### src/rtl/edge_tx_packer.sv
// Edge-map transmit packer: binarizes edge pixels, packs 8 per byte (MSB first), frames as SYNC0,SYNC1,payload[,checksum].
// Latency: SYNC0 offered 2 cycles after pixel 0 when idle; payload bytes stream at 1/cycle with i_tx_ready held high.
// Backpressure: valid/ready byte handshake; the byte FIFO absorbs stalls, bytes arriving on a full FIFO are dropped and flagged.
//
// Ports:
//   clk, reset        : clock, synchronous active-high reset
//   i_de, i_data      : edge pixel stream (valid + value)
//   o_tx_valid/o_tx_byte/i_tx_ready : byte handshake towards the UART transmitter
//   o_frame_sent      : one-cycle pulse after the last byte of a frame is accepted
//   o_overflow        : sticky error (FIFO drop or new frame start while one is still pending)
//   o_busy            : FSM not idle or FIFO not empty
// Optional feature: define EDGE_TX_CHECKSUM_EN to append the XOR of all payload bytes after the payload.

module edge_tx_packer #(
   parameter int         DATA_WIDTH = 8,
   parameter int         IMG_WIDTH  = 176,
   parameter int         IMG_HEIGHT = 240,
   parameter int         FIFO_DEPTH = 5,
   parameter int         BIN_TH     = 128,
   parameter logic [7:0] SYNC0      = 8'hAA,
   parameter logic [7:0] SYNC1      = 8'h55
) (
   input  logic                  clk,
   input  logic                  reset,
   input  logic                  i_de,
   input  logic [DATA_WIDTH-1:0] i_data,
   output logic                  o_tx_valid,
   output logic [7:0]            o_tx_byte,
   input  logic                  i_tx_ready,
   output logic                  o_frame_sent,
   output logic                  o_overflow,
   output logic                  o_busy
);

   localparam int TOTAL_PIXELS    = IMG_WIDTH * IMG_HEIGHT;
   localparam int BYTES_PER_FRAME = TOTAL_PIXELS / 8;
   localparam int PIX_W           = $clog2(TOTAL_PIXELS + 1);
   localparam int BYTE_W          = $clog2(BYTES_PER_FRAME + 1);
   localparam int DEPTH           = 1 << FIFO_DEPTH;

   localparam logic [PIX_W-1:0]      PIX_LAST  = PIX_W'(TOTAL_PIXELS - 1);
   localparam logic [BYTE_W-1:0]     BYTE_LAST = BYTE_W'(BYTES_PER_FRAME - 1);
   localparam logic [DATA_WIDTH-1:0] TH        = DATA_WIDTH'(BIN_TH);

   typedef enum logic [2:0] {
      S_IDLE    = 3'd0,
      S_HDR0    = 3'd1,
      S_HDR1    = 3'd2,
      S_PAYLOAD = 3'd3,
`ifdef EDGE_TX_CHECKSUM_EN
      S_TRAIL   = 3'd4,
`endif
      S_DONE    = 3'd5
   } state_t;

   // ------------------------------------------------------------------
   // Pixel side: binarize and pack
   // ------------------------------------------------------------------
   logic [PIX_W-1:0] r_pix_cnt;
   logic [7:0]       r_shift;
   logic             r_pending;
   logic             r_overflow;

   logic       w_bit;
   logic [7:0] w_mask;
   logic [7:0] w_shift_base;
   logic [7:0] w_shift_next;
   logic       w_push;
   logic       w_pix0;
   logic       w_take;

   assign w_bit  = (i_data >= TH);
   assign w_mask = 8'h80 >> r_pix_cnt[2:0];
   // The first bit of each byte starts from a clean byte so no stale bits leak in.
   assign w_shift_base = (r_pix_cnt[2:0] == 3'd0) ? 8'h00 : r_shift;
   assign w_shift_next = w_bit ? (w_shift_base | w_mask) : w_shift_base;
   assign w_push       = i_de & (r_pix_cnt[2:0] == 3'd7);
   assign w_pix0       = i_de & (r_pix_cnt == '0);

   // ------------------------------------------------------------------
   // Byte FIFO (extra pointer bit distinguishes full from empty)
   // ------------------------------------------------------------------
   logic [7:0]          r_mem [DEPTH];
   logic [FIFO_DEPTH:0] r_wr_ptr;
   logic [FIFO_DEPTH:0] r_rd_ptr;

   logic       w_empty;
   logic       w_full;
   logic       w_pop;
   logic       w_wr_ok;
   logic       w_drop;
   logic [7:0] w_head;

   assign w_empty = (r_wr_ptr == r_rd_ptr);
   assign w_full  = (r_wr_ptr[FIFO_DEPTH-1:0] == r_rd_ptr[FIFO_DEPTH-1:0]) &
                    (r_wr_ptr[FIFO_DEPTH] != r_rd_ptr[FIFO_DEPTH]);
   // A pop in the same cycle frees the slot being written, so full+pop still accepts.
   assign w_wr_ok = w_push & (~w_full | w_pop);
   assign w_drop  = w_push & w_full & ~w_pop;
   assign w_head  = r_mem[r_rd_ptr[FIFO_DEPTH-1:0]];

   always_ff @(posedge clk) begin
      if (w_wr_ok) begin
         r_mem[r_wr_ptr[FIFO_DEPTH-1:0]] <= w_shift_next;
      end
   end

   // ------------------------------------------------------------------
   // Framing FSM; all outputs decode registered state/FIFO flags only,
   // so o_tx_valid never depends on i_tx_ready.
   // ------------------------------------------------------------------
   state_t            r_state;
   state_t            w_state_nxt;
   logic [BYTE_W-1:0] r_byte_cnt;
   logic              w_tx_valid;
   logic [7:0]        w_tx_byte;
   logic              w_frame_sent;
   logic              w_xfer;

`ifdef EDGE_TX_CHECKSUM_EN
   logic [7:0] r_chk;
`endif

   assign w_xfer = w_tx_valid & i_tx_ready;
   assign w_pop  = w_xfer & (r_state == S_PAYLOAD);
   assign w_take = (r_state == S_IDLE) & r_pending;

   always_comb begin
      w_state_nxt  = r_state;
      w_tx_valid   = 1'b0;
      w_tx_byte    = 8'h00;
      w_frame_sent = 1'b0;
      case (r_state)
         S_IDLE: begin
            if (r_pending) w_state_nxt = S_HDR0;
         end
         S_HDR0: begin
            w_tx_valid = 1'b1;
            w_tx_byte  = SYNC0;
            if (i_tx_ready) w_state_nxt = S_HDR1;
         end
         S_HDR1: begin
            w_tx_valid = 1'b1;
            w_tx_byte  = SYNC1;
            if (i_tx_ready) w_state_nxt = S_PAYLOAD;
         end
         S_PAYLOAD: begin
            w_tx_valid = ~w_empty;
            w_tx_byte  = w_empty ? 8'h00 : w_head;
            if (~w_empty & i_tx_ready & (r_byte_cnt == BYTE_LAST)) begin
`ifdef EDGE_TX_CHECKSUM_EN
               w_state_nxt = S_TRAIL;
`else
               w_state_nxt = S_DONE;
`endif
            end
         end
`ifdef EDGE_TX_CHECKSUM_EN
         S_TRAIL: begin
            w_tx_valid = 1'b1;
            w_tx_byte  = r_chk;
            if (i_tx_ready) w_state_nxt = S_DONE;
         end
`endif
         S_DONE: begin
            w_frame_sent = 1'b1;
            w_state_nxt  = S_IDLE;
         end
         default: w_state_nxt = S_IDLE;
      endcase
   end

   always_ff @(posedge clk) begin
      if (reset) begin
         r_state    <= S_IDLE;
         r_pix_cnt  <= '0;
         r_shift    <= 8'h00;
         r_pending  <= 1'b0;
         r_overflow <= 1'b0;
         r_wr_ptr   <= '0;
         r_rd_ptr   <= '0;
         r_byte_cnt <= '0;
      end else begin
         r_state <= w_state_nxt;

         if (i_de) begin
            r_shift   <= w_shift_next;
            r_pix_cnt <= (r_pix_cnt == PIX_LAST) ? '0 : r_pix_cnt + PIX_W'(1);
         end

         // A pixel 0 arriving while the previous frame start is still unclaimed
         // means the transmitter has fallen a whole frame behind.
         r_pending  <= (r_pending & ~w_take) | w_pix0;
         r_overflow <= r_overflow | w_drop | (w_pix0 & r_pending & ~w_take);

         if (w_wr_ok) r_wr_ptr <= r_wr_ptr + (FIFO_DEPTH + 1)'(1);
         if (w_pop)   r_rd_ptr <= r_rd_ptr + (FIFO_DEPTH + 1)'(1);

         if (r_state != S_PAYLOAD) r_byte_cnt <= '0;
         else if (w_pop)           r_byte_cnt <= r_byte_cnt + BYTE_W'(1);
      end
   end

`ifdef EDGE_TX_CHECKSUM_EN
   always_ff @(posedge clk) begin
      if (reset)       r_chk <= 8'h00;
      else if (w_take) r_chk <= 8'h00;
      else if (w_pop)  r_chk <= r_chk ^ w_head;
   end
`endif

   assign o_tx_valid   = w_tx_valid;
   assign o_tx_byte    = w_tx_byte;
   assign o_frame_sent = w_frame_sent;
   assign o_overflow   = r_overflow;
   assign o_busy       = (r_state != S_IDLE) | ~w_empty;

endmodule
### config.mk
export PLATFORM = sky130hd
export DESIGN_NAME = edge_tx_packer
export DESIGN_NICKNAME = d
export VERILOG_FILES = /design/src/rtl/edge_tx_packer.sv
export SDC_FILE = /design/constraint.sdc
export NUM_CORES = 1
export LEC_CHECK = 0
export BUFFER_PORTS_ARGS = -buffer_cell sky130_fd_sc_hd__buf_4
export CAP_MARGIN = 20
export CORE_ASPECT_RATIO = 1.1
export CORE_UTILIZATION = 30
export CTS_CLUSTER_DIAMETER = 60
export DETAILED_ROUTE_END_ITERATION = 7
export HOLD_SLACK_MARGIN = 0.15
export SETUP_SLACK_MARGIN = 0.05
export SLEW_MARGIN = 0
export SYNTH_ARGS = -nofsm -noshare
export SYNTH_HDL_FRONTEND = slang
export SYNTH_SLANG_ARGS = --single-unit
### constraint.sdc
create_clock -name clk -period 7.1 [get_ports clk]
set_clock_uncertainty 0.05 [all_clocks]
set_input_delay 0.355 -clock clk [delete_from_list [all_inputs] [get_ports clk]]
set_output_delay 0.355 -clock clk [all_outputs]
set_load 0.005 [all_outputs]
Yosys cells after proc, flatten, opt, wreduce, memory -nomap -nowiden
Memories as Yosys holds them, arrays and structs flattened. A register that Yosys moved wholly into a read port is not among the register bits.
Cells that the tools add are included.

cells by class
  $add $sub $neg = 4
  order comparisons = 1
  equality and inequality tests = 15
  shifts and indexed selects = 1
  muxes and demuxes = 16
  bitwise gates (word level) = 24
  reductions and logical operators = 7

operators with widths
  cell                                                  number
  2-to-1 mux 8 bit                                      3
  one-hot mux 8 bit (3 select lines)                    1
  adder 16 x 1 -> 16 bit (second input constant)        1
  equality test 16 bit (second input constant)          1
  logical NOT 16 bit                                    1
  2-to-1 mux 16 bit                                     1
  bitwise AND 1 bit                                     14
  adder 13 x 1 -> 13 bit (second input constant)        1
  equality test 13 bit (second input constant)          1
  adder 6 x 1 -> 6 bit (second input constant)          2
  2-to-1 mux 3 bit                                      4
  one-hot mux 3 bit (4 select lines)                    1
  2-to-1 mux 5 bit                                      2
  >= comparator 8 bit (second input constant)           1
  bitwise OR 8 bit                                      1
  >> shifter 8 x 3 -> 8 bit (first input constant)      1
  equality test 3 x 2 -> 1 bit (second input constant)  2
  equality test 3 bit (second input constant)           2
  equality test 6 bit                                   1
  logical NOT 3 bit                                     2
  inequality test 2 bit (second input constant)         3
  equality test 5 bit                                   1
  bitwise OR 1 bit                                      5
  NOT 1 bit                                             4
  9 further kinds                                       12

storage, ports and cells
  register bits after elaboration = 54
  RAM bits = 256
  input port bits = 12
  output and inout port bits = 12
  logic and storage cells = 77
  memories = 1

memories
  memory  depth  bits a word  rd ports  clocked after Yosys merged registers in  wr ports  RTL line  source
  r_mem   32     8            1         1                                        1         83        logic [7:0] r_mem [DEPTH];

Depth between registers and ports, before layout
Gate-level depths: netlist of run 1.

  depth in word-level cells = 9
  gate-level depth with buffers = 8
  gate-level depth less buffers = 7

Worst setup path before layout of run 1
OpenSTA, ideal clock, no wires.

  path type = register to register
  start point = register r_rd_ptr[5]
  end point = memory r_mem[29][0] (enable)
  setup time = 0.370 ns
  arrival time = 1.956 ns
  required time = 6.680 ns
  setup slack = 4.724 ns
  cell stages (with the launch flop) = 6
  buffers on the path = 0
  clock period less this slack = 2.376 ns
  path through = dfxtp_1 -> xnor2_1 -> nor2_1 -> a31oi_1 -> nand2_1 -> nor2_1

between the ends
  longest elaborated chain between the ends = 9
  elaborated cells on any way between the ends = 12
  those cells by class = eq/ne (2); mux (3); bitwise (7)

ends and longest elaborated chain
  element                                   RTL line  source
  from (decl)                               85        logic [FIFO_DEPTH:0] r_rd_ptr;
  from (signal assigned)                    197       if (w_pop) r_rd_ptr <= r_rd_ptr + (FIFO_DEPTH + 1)'(1);
  equality test 6 bit                       94        assign w_empty = (r_wr_ptr == r_rd_ptr);
  NOT 1 bit                                 148       w_tx_valid = ~w_empty;
  one-hot mux 1 bit (2 select lines)        133       case (r_state)
  bitwise AND 1 bit                         124       assign w_xfer = w_tx_valid & i_tx_ready;
  bitwise AND 1 bit                         125       assign w_pop = w_xfer & (r_state == S_PAYLOAD);
  bitwise OR 1 bit *                        98        assign w_wr_ok = w_push & (~w_full | w_pop);
  bitwise AND 1 bit *                       98
  2-to-1 mux 1 bit *                        103       if (w_wr_ok) begin
  2-to-1 mux 1 bit (implied by the code) *  104       r_mem[r_wr_ptr[FIFO_DEPTH-1:0]] <= w_shift_next;
  to (decl)                                 83

Mark *: on every way between the ends. The rest lies on a longest branch, timed or not.

==> flow_metrics.env, run 1 <==
export IMPL_status="complete, no violations"
export IMPL_cts_inserted_buffers=36
export IMPL_detail_route_antenna_nets=0
export IMPL_placeableCoreArea_mm2=0.0425
export IMPL_r2r_cells=5
export IMPL_die_area_mm2=0.0441
export IMPL_cell_leakage_power_uw=0.00462
export IMPL_final_hold_viol_count=0
export IMPL_finish_net_count=895
export IMPL_clk_pin_slew_worst_setup_hold_paths_ns=0.06
export IMPL_slew_viol_final=0
export IMPL_post_synth_main_area_contributors="sky130_fd_sc_hd__edfxtp_1, sky130_fd_sc_hd__dfxtp_1, sky130_fd_sc_hd__mux4_2"
export IMPL_wire_length_of_the_first_global_routing_pass_mm=43.8
export IMPL_tritoncts_num_sinks=315
export IMPL_initialDrtViolationCount=520
export IMPL_via_count_of_the_first_global_routing_pass=7170
export IMPL_cp_data_arrival_time_ns=3.45
export IMPL_vias_per_cell=4.99
export IMPL_total_inserted_antenna_cells=0
export IMPL_worstHoldPathCells=2
export IMPL_cell_type_with_the_largest_total_area_after_synthesis="sky130_fd_sc_hd__edfxtp_1"
export IMPL_totalWireLength_mm=28.3
export IMPL_area_growth_pct=14.5
export IMPL_final_period_utilization_pct=54.3
export IMPL_drc=0
export IMPL_pre_cts_ws_ns=3.70
export IMPL_share_of_layout_cells_above_drive_strength_1_pct=19.1
export IMPL_grt_antenna_before_repair=0
export IMPL_slew_limit_headroom_pct=31.9
export IMPL_finalSetupViolCount=0
export IMPL_mean_cell_area_of_the_mapped_netlist_um2=15.4
export IMPL_synth_edf_count=256
export IMPL_hold_path_startpoint="i_de"
export IMPL_synth_cell_types=60
export IMPL_grt_overflow_total=0
export IMPL_clk_root_buffer_cell="sky130_fd_sc_hd__clkbuf_16"
export IMPL_die_w_um=200
export IMPL_gr_usage_all_layers_pct=12.9
export IMPL_worstMarginPinSlew_ns=1.02
export IMPL_io_pins=24
export IMPL_yosysSeqAreaShare_pct=68.3
export IMPL_h_tree_lvls=2
export IMPL_floorplan_die_height_um=220
export IMPL_routed_wire_length_per_instance_um=19.3
export IMPL_top_area_cell_type_share_of_the_netlist_area_pct=59.2
export IMPL_worst_r2r_setup_slack_ns=3.66
export IMPL_crit_reg_reg_startpoint="r_state[0]"
export IMPL_power_per_cell_area_mw_per_mm2=256
export IMPL_timing_setup_tns_ns=0
export IMPL_grt_setup_unrepaired="no"
export IMPL_initial_utilization_pct=30.6
export IMPL_startpoint_type="flop"
export IMPL_cts_resized_gates=0
export IMPL_hp_class="in -> reg"
export IMPL_drtPass1Iterations=5
export IMPL_clock_latency_ns=0.50
export IMPL_ys_ff_latch=315
export IMPL_synthesis_instances=844
export IMPL_dp_hpwl_mm=17.7
export IMPL_synth_async_reset_ratio_pct=0
export IMPL_synthesis_nets=868
export IMPL_buffers_on_ports=16
export IMPL_worstHoldEndpoint="r_pix_cnt[2]"
export IMPL_crit_path_max_fanout=37
export IMPL_fin_crit_ns=3.85
export IMPL_layout_setup_ws_ns=3.25
export IMPL_worst_setup_path_end_kind="primary output"
export IMPL_route_vias_total=7310
export IMPL_synth_top_flop_cell="sky130_fd_sc_hd__edfxtp_1"
export IMPL_timing_fmax_ghz=0.259
export IMPL_grt_max_degree=38
export IMPL_max_cap_viol_count=0
export IMPL_max_vdd_ir_drop_uv=163
export IMPL_timing_critical_path_required_ns=6.69
export IMPL_row_count=79
export IMPL_cell_area_after_technology_mapping_mm2=0.0130
export IMPL_cts_root_to_sink_buffers=3
export IMPL_regToRegEndpoint="r_mem[12][5]"
export IMPL_synthesis_yosys_warnings=0
export IMPL_cts_tree="built"
export IMPL_worst_setup_path_type="reg -> out"
export IMPL_gp_routability_congestion=0.826
==> report_power, final <==
part | switching [µW] | total (µW) | leakage [µW] | internal, µW
Clock | 712 | 1710 | 0.000530 | 996
Sequential | 6.09 | 2010 | 0.00282 | 2010
Combinational | 63.8 | 91.3 | 0.00127 | 27.4
Total | 782 | 3810 | 0.00462 | 3030
==> Yosys cell counts (3+ instances only) <==
cell type                  count
sky130_fd_sc_hd__a211o_1       4
sky130_fd_sc_hd__a211oi_1      4
sky130_fd_sc_hd__a21oi_1      14
sky130_fd_sc_hd__a22o_1        4
sky130_fd_sc_hd__a31o_1        3
sky130_fd_sc_hd__a31oi_1      11
sky130_fd_sc_hd__a32o_1        4
sky130_fd_sc_hd__and2_1        3
sky130_fd_sc_hd__and3_1        6
sky130_fd_sc_hd__buf_1         5
sky130_fd_sc_hd__buf_2        14
sky130_fd_sc_hd__clkbuf_1     22
sky130_fd_sc_hd__dfxtp_1      59
sky130_fd_sc_hd__edfxtp_1    256
sky130_fd_sc_hd__ha_1         12
sky130_fd_sc_hd__inv_1        13
sky130_fd_sc_hd__mux2_2       35
sky130_fd_sc_hd__mux2i_1      16
sky130_fd_sc_hd__mux4_2       48
sky130_fd_sc_hd__nand2_1      40
sky130_fd_sc_hd__nand2b_1      8
sky130_fd_sc_hd__nand3_1      13
sky130_fd_sc_hd__nand3b_1      4
sky130_fd_sc_hd__nand4_1      11
sky130_fd_sc_hd__nor2_1       88
sky130_fd_sc_hd__nor3_1       19
sky130_fd_sc_hd__nor3b_1       5
sky130_fd_sc_hd__nor4_1        5
sky130_fd_sc_hd__o21ai_0      11
sky130_fd_sc_hd__o22ai_1      22
sky130_fd_sc_hd__o31ai_1       5
sky130_fd_sc_hd__or3_1        10
sky130_fd_sc_hd__or4_1         9
sky130_fd_sc_hd__xnor2_1      16
sky130_fd_sc_hd__xor2_1       12
==> kinds of logic after synthesis <==
| group | share of synthesized area [%] |
|---|---|
| flip-flops | 68.3 |
| XOR/XNOR | 1.89 |
| multiplexers | 12.6 |
| adder cells (fa/ha/maj) | 1.16 |
| buffers and inverters | 1.87 |
| AND/OR/NAND/NOR | 8.75 |
| AO/OA/AOI/OAI | 5.44 |
==> stage by stage <==
stage / utilization [%] / instance area (µm²) / total power [µW] / instances / hold WS, ns
finish: 35.0 / 14900 / 3810 / 1464 / 0.222
global route: 35.0 / 14900 / 3930 / 1464 / 0.224
CTS: 34.9 / 14900 / 3850 / 1463 / 0.200
detailed placement: 32.3 / 13700 / 2140 / 1397 / 0.426
global placement: 32.3 / 13700 / 2140 / 1396 / 0.418
floorplan: - / 13000 / 2100 / 844 / 0.402
==> final cells by class <==
cell class	count	area [µm²]
Tap cell	567	709
Multi-Input combinational cell	471	3880
Fill cell	4116	27600
Clock buffer	45	956
Sequential cell	315	8870
Clock inverter	19	134
Inverter	15	56.3
Timing Repair Buffer	32	260
==> worst max-delay path: stages (launching register included) <==
cell and delay [ns]:
sky130_fd_sc_hd__dfxtp_2 0.96, sky130_fd_sc_hd__buf_4 0.58, sky130_fd_sc_hd__mux2_2 0.26, sky130_fd_sc_hd__o22ai_1 0.09
sky130_fd_sc_hd__o21ai_0 0.40, sky130_fd_sc_hd__nand3_1 0.17, sky130_fd_sc_hd__nor3_1 0.31, sky130_fd_sc_hd__buf_4 0.17
==> worst max path at each step <==
stage	cells after the start	startpoint	slack (ns)	end
3_3_place_gp	5	r_state[0]	3.76	r_mem[0][5]
6_report	7	flop	3.25	o_tx_byte[0]
5_1_grt	7	flop	3.03	o_tx_byte[6]
2_1_floorplan	5	r_rd_ptr[5]	4.72	r_mem[29][0]
4_1_cts	7	flop	3.25	o_tx_byte[0]
3_5_place_dp	5	r_state[0]	3.70	r_mem[0][5]
==> routing by layer <==
| metal | GRT usage (%) | routed length, µm | vias up | share of wire (%) |
|---|---|---|---|---|
| met4 | 3.56 | 543 | 0 | 1.9 |
| li1 | - | - | 3358 | - |
| met2 | 20.7 | 13200 | 192 | 47 |
| met5 | 0 | 0 | - | 0 |
| met1 | 17.6 | 12800 | 3714 | 45 |
| met3 | 2.92 | 1750 | 46 | 6.2 |
==> cells in the final DEF (no fill, tap or decap), drive strengths merged, types with 10 or more instances in the layout <==
master	synthesis	final
a21oi	14	14
a31oi	11	11
buf	21	30
clkbuf	22	45
clkinv	1	14
dfxtp	59	59
edfxtp	256	256
ha	12	12
inv	14	17
mux2	35	35
mux2i	16	16
mux4	48	48
nand2	40	40
nand3	13	13
nand4	11	11
nor2	88	88
nor3	19	19
o21ai	12	12
o22ai	22	22
or3	11	11
or4	10	10
xnor2	16	16
xor2	12	12
==> timing repair <==
item | 4_1_cts | 5_1_grt
buffers inserted | 0 | 0
endpoints found under the hold margin | 5 | 0
hold buffers | 2 | 0
==> state kept, by name, indices dropped and copies added (netlist names), named ones only <==
register	flops
o_overflow	1
r_byte_cnt	13
r_mem	256
r_pending	1
r_pix_cnt	16
r_rd_ptr	6
r_shift	8
r_state	3
r_wr_ptr	6
Power figures use the tool's default switching activity.
==> inputs of run 2 (changes only) <==
==> constraint.sdc (replaced) <==
create_clock -name clk -period 3.83 [get_ports clk]
set_clock_uncertainty 0.05 [all_clocks]
set_input_delay 0.1915 -clock clk [delete_from_list [all_inputs] [get_ports clk]]
set_output_delay 0.1915 -clock clk [all_outputs]
set_load 0.005 [all_outputs]
==> flow_metrics.env, run 2 (synthesis gave the netlist of run 1 again) <==
export IMPL_critical_path_top_delay_family="compound AO/OA/AOI/OAI gates"
export IMPL_timing_critical_path_required_ns=3.59
export IMPL_final_period_utilization_pct=90.4
export IMPL_max_cap_viol_count=0
export IMPL_via_count_of_the_first_global_routing_pass=7266
export IMPL_buffers_on_ports=16
export IMPL_hold_path_startpoint="r_byte_cnt[4]"
export IMPL_clock_latency_ns=0.52
export IMPL_die_w_um=200
export IMPL_floorplan_die_height_um=220
export IMPL_initial_utilization_pct=30.6
export IMPL_placeableCoreArea_mm2=0.0425
export IMPL_crit_path_max_incr_delay_ns=0.88
export IMPL_grt_setup_unrepaired="no"
export IMPL_tritoncts_num_sinks=315
export IMPL_status="complete, no violations"
export IMPL_slew_viol_final=0
export IMPL_finalSetupViolCount=0
export IMPL_crit_cells=6
export IMPL_grt_max_degree=49
export IMPL_worstHoldPathCells=2
export IMPL_critical_path_n_buffers_inverters=1
export IMPL_timing_critical_path_slowest_stage_cell="sky130_fd_sc_hd__dfxtp_1"
export IMPL_cts_root_to_sink_buffers=3
export IMPL_cts_inserted_buffers=34
export IMPL_cp_cell_sequence="nand2b_1 > o22ai_1 > o21ai_0 > nand3_1 > a211oi_1 > buf_4"
export IMPL_route_vias_total=7354
export IMPL_dp_hpwl_mm=18.1
export IMPL_h_tree_lvls=2
export IMPL_cp_data_arrival_time_ns=3.22
export IMPL_layout_setup_ws_ns=0.369
export IMPL_pre_cts_ws_ns=0.829
export IMPL_drc=0
export IMPL_routed_wire_length_per_instance_um=19.4
export IMPL_final_hold_viol_count=0
export IMPL_cell_leakage_power_uw=0.00475
export IMPL_power_per_cell_area_mw_per_mm2=474
export IMPL_grt_overflow_total=0
export IMPL_startpoint_type="flop"
export IMPL_max_vdd_ir_drop_uv=337
export IMPL_utilization_pct=35.4
export IMPL_timing_setup_tns_ns=0
export IMPL_cts_resized_gates=0
export IMPL_io_pins=24
export IMPL_totalWireLength_mm=28.7
export IMPL_wire_length_of_the_first_global_routing_pass_mm=44.1
export IMPL_total_inserted_antenna_cells=0
export IMPL_timing_fmax_ghz=0.289
export IMPL_layout_cells_most_common="sky130_fd_sc_hd__edfxtp_1"
export IMPL_finish_net_count=915
export IMPL_grt_antenna_before_repair=0
export IMPL_share_of_layout_cells_above_drive_strength_1_pct=21.0
export IMPL_commonest_cells_after_routing_fill_and_taps_aside="sky130_fd_sc_hd__edfxtp_1, sky130_fd_sc_hd__nor2_1, sky130_fd_sc_hd__dfxtp_1, sky130_fd_sc_hd__buf_4, sky130_fd_sc_hd__mux4_2"
export IMPL_die_area_mm2=0.0441
export IMPL_crit_reg_reg_startpoint="r_state[0]"
export IMPL_vias_per_cell=4.96
export IMPL_drtPass1Iterations=5
export IMPL_row_count=79
export IMPL_initialDrtViolationCount=668
export IMPL_crit_path_max_fanout=19
export IMPL_clk_pin_slew_worst_setup_hold_paths_ns=0.06
export IMPL_hold_worst_slack_ns=0.431
export IMPL_area_growth_pct=15.9
export IMPL_slew_limit_headroom_pct=36.0
export IMPL_worstMarginPinSlew_ns=0.956
export IMPL_worst_setup_path_end_kind="primary output"
export IMPL_gr_usage_all_layers_pct=13.0
export IMPL_gp_routability_congestion=0.817
export IMPL_r2r_cells=6
export IMPL_clk_root_buffer_cell="sky130_fd_sc_hd__clkbuf_16"
export IMPL_hp_class="reg -> reg"
export IMPL_fin_crit_ns=3.46
export IMPL_cts_tree="built"
export IMPL_largest_register_ff_count=256
export IMPL_detail_route_antenna_nets=0
export IMPL_worst_setup_path_type="reg -> out"
[run 2: path summary, 6_finish.rpt]
path | to | slack [ns]
min | r_byte_cnt[4] | 0.43
max reg2reg | r_mem[22][1] | 0.83
max | o_tx_byte[2] | 0.37
min reg2reg | r_byte_cnt[4] | 0.43
[run 2: what timing repair did]
action | 4_1_cts | 5_1_grt
buffers inserted | 0 | 0
hold buffers | 4 | 0
endpoints found under the setup margin | 0 | 0
hold endpoints to repair | 31 | 0
[run 2: layer usage]
layer | vias up | global-route usage, % | wire length (µm)
met3 | 40 | 2.37 | 1950
li1 | 3390 | - | -
met5 | - | 0 | 0
met4 | 0 | 3.66 | 558
met2 | 208 | 20.7 | 13300
met1 | 3716 | 18.3 | 12900
[run 2: area by class of cell]
type                            instances  area [µm²]
Tap cell                              567         709
Sequential cell                       315        8870
Clock buffer                           40         895
Clock inverter                         21         215
Timing Repair Buffer                   54         428
Multi-Input combinational cell        471        3880
Inverter                               15        56.3
Fill cell                            4134       27400
[run 2: per-stage QoR]
stage	std cells	power (µW)	instance area [µm²]
after global routing	1483	7330	15100
after CTS	1482	7200	15000
after global placement	1417	3970	13900
final	1483	7140	15100
after detailed placement	1417	3970	13900
after floorplan	844	3890	13000
[run 2: worst register-to-register path, cell delays in order (launching register included)]
cell,delay (ns)
sky130_fd_sc_hd__dfxtp_1,0.56
sky130_fd_sc_hd__and4b_1,0.43
sky130_fd_sc_hd__nor2_1,0.17
sky130_fd_sc_hd__a31oi_1,0.21
sky130_fd_sc_hd__buf_4,0.17
sky130_fd_sc_hd__nand2_1,0.29
sky130_fd_sc_hd__nor2_1,0.76
[run 2: report_power, final]
| group | total [µW] | switching (µW) | internal, µW |
|---|---|---|---|
| sequential | 3730 | 11.5 | 3720 |
| clock | 3240 | 1340 | 1890 |
| combinational | 172 | 122 | 50.4 |
| total | 7140 | 1480 | 5660 |
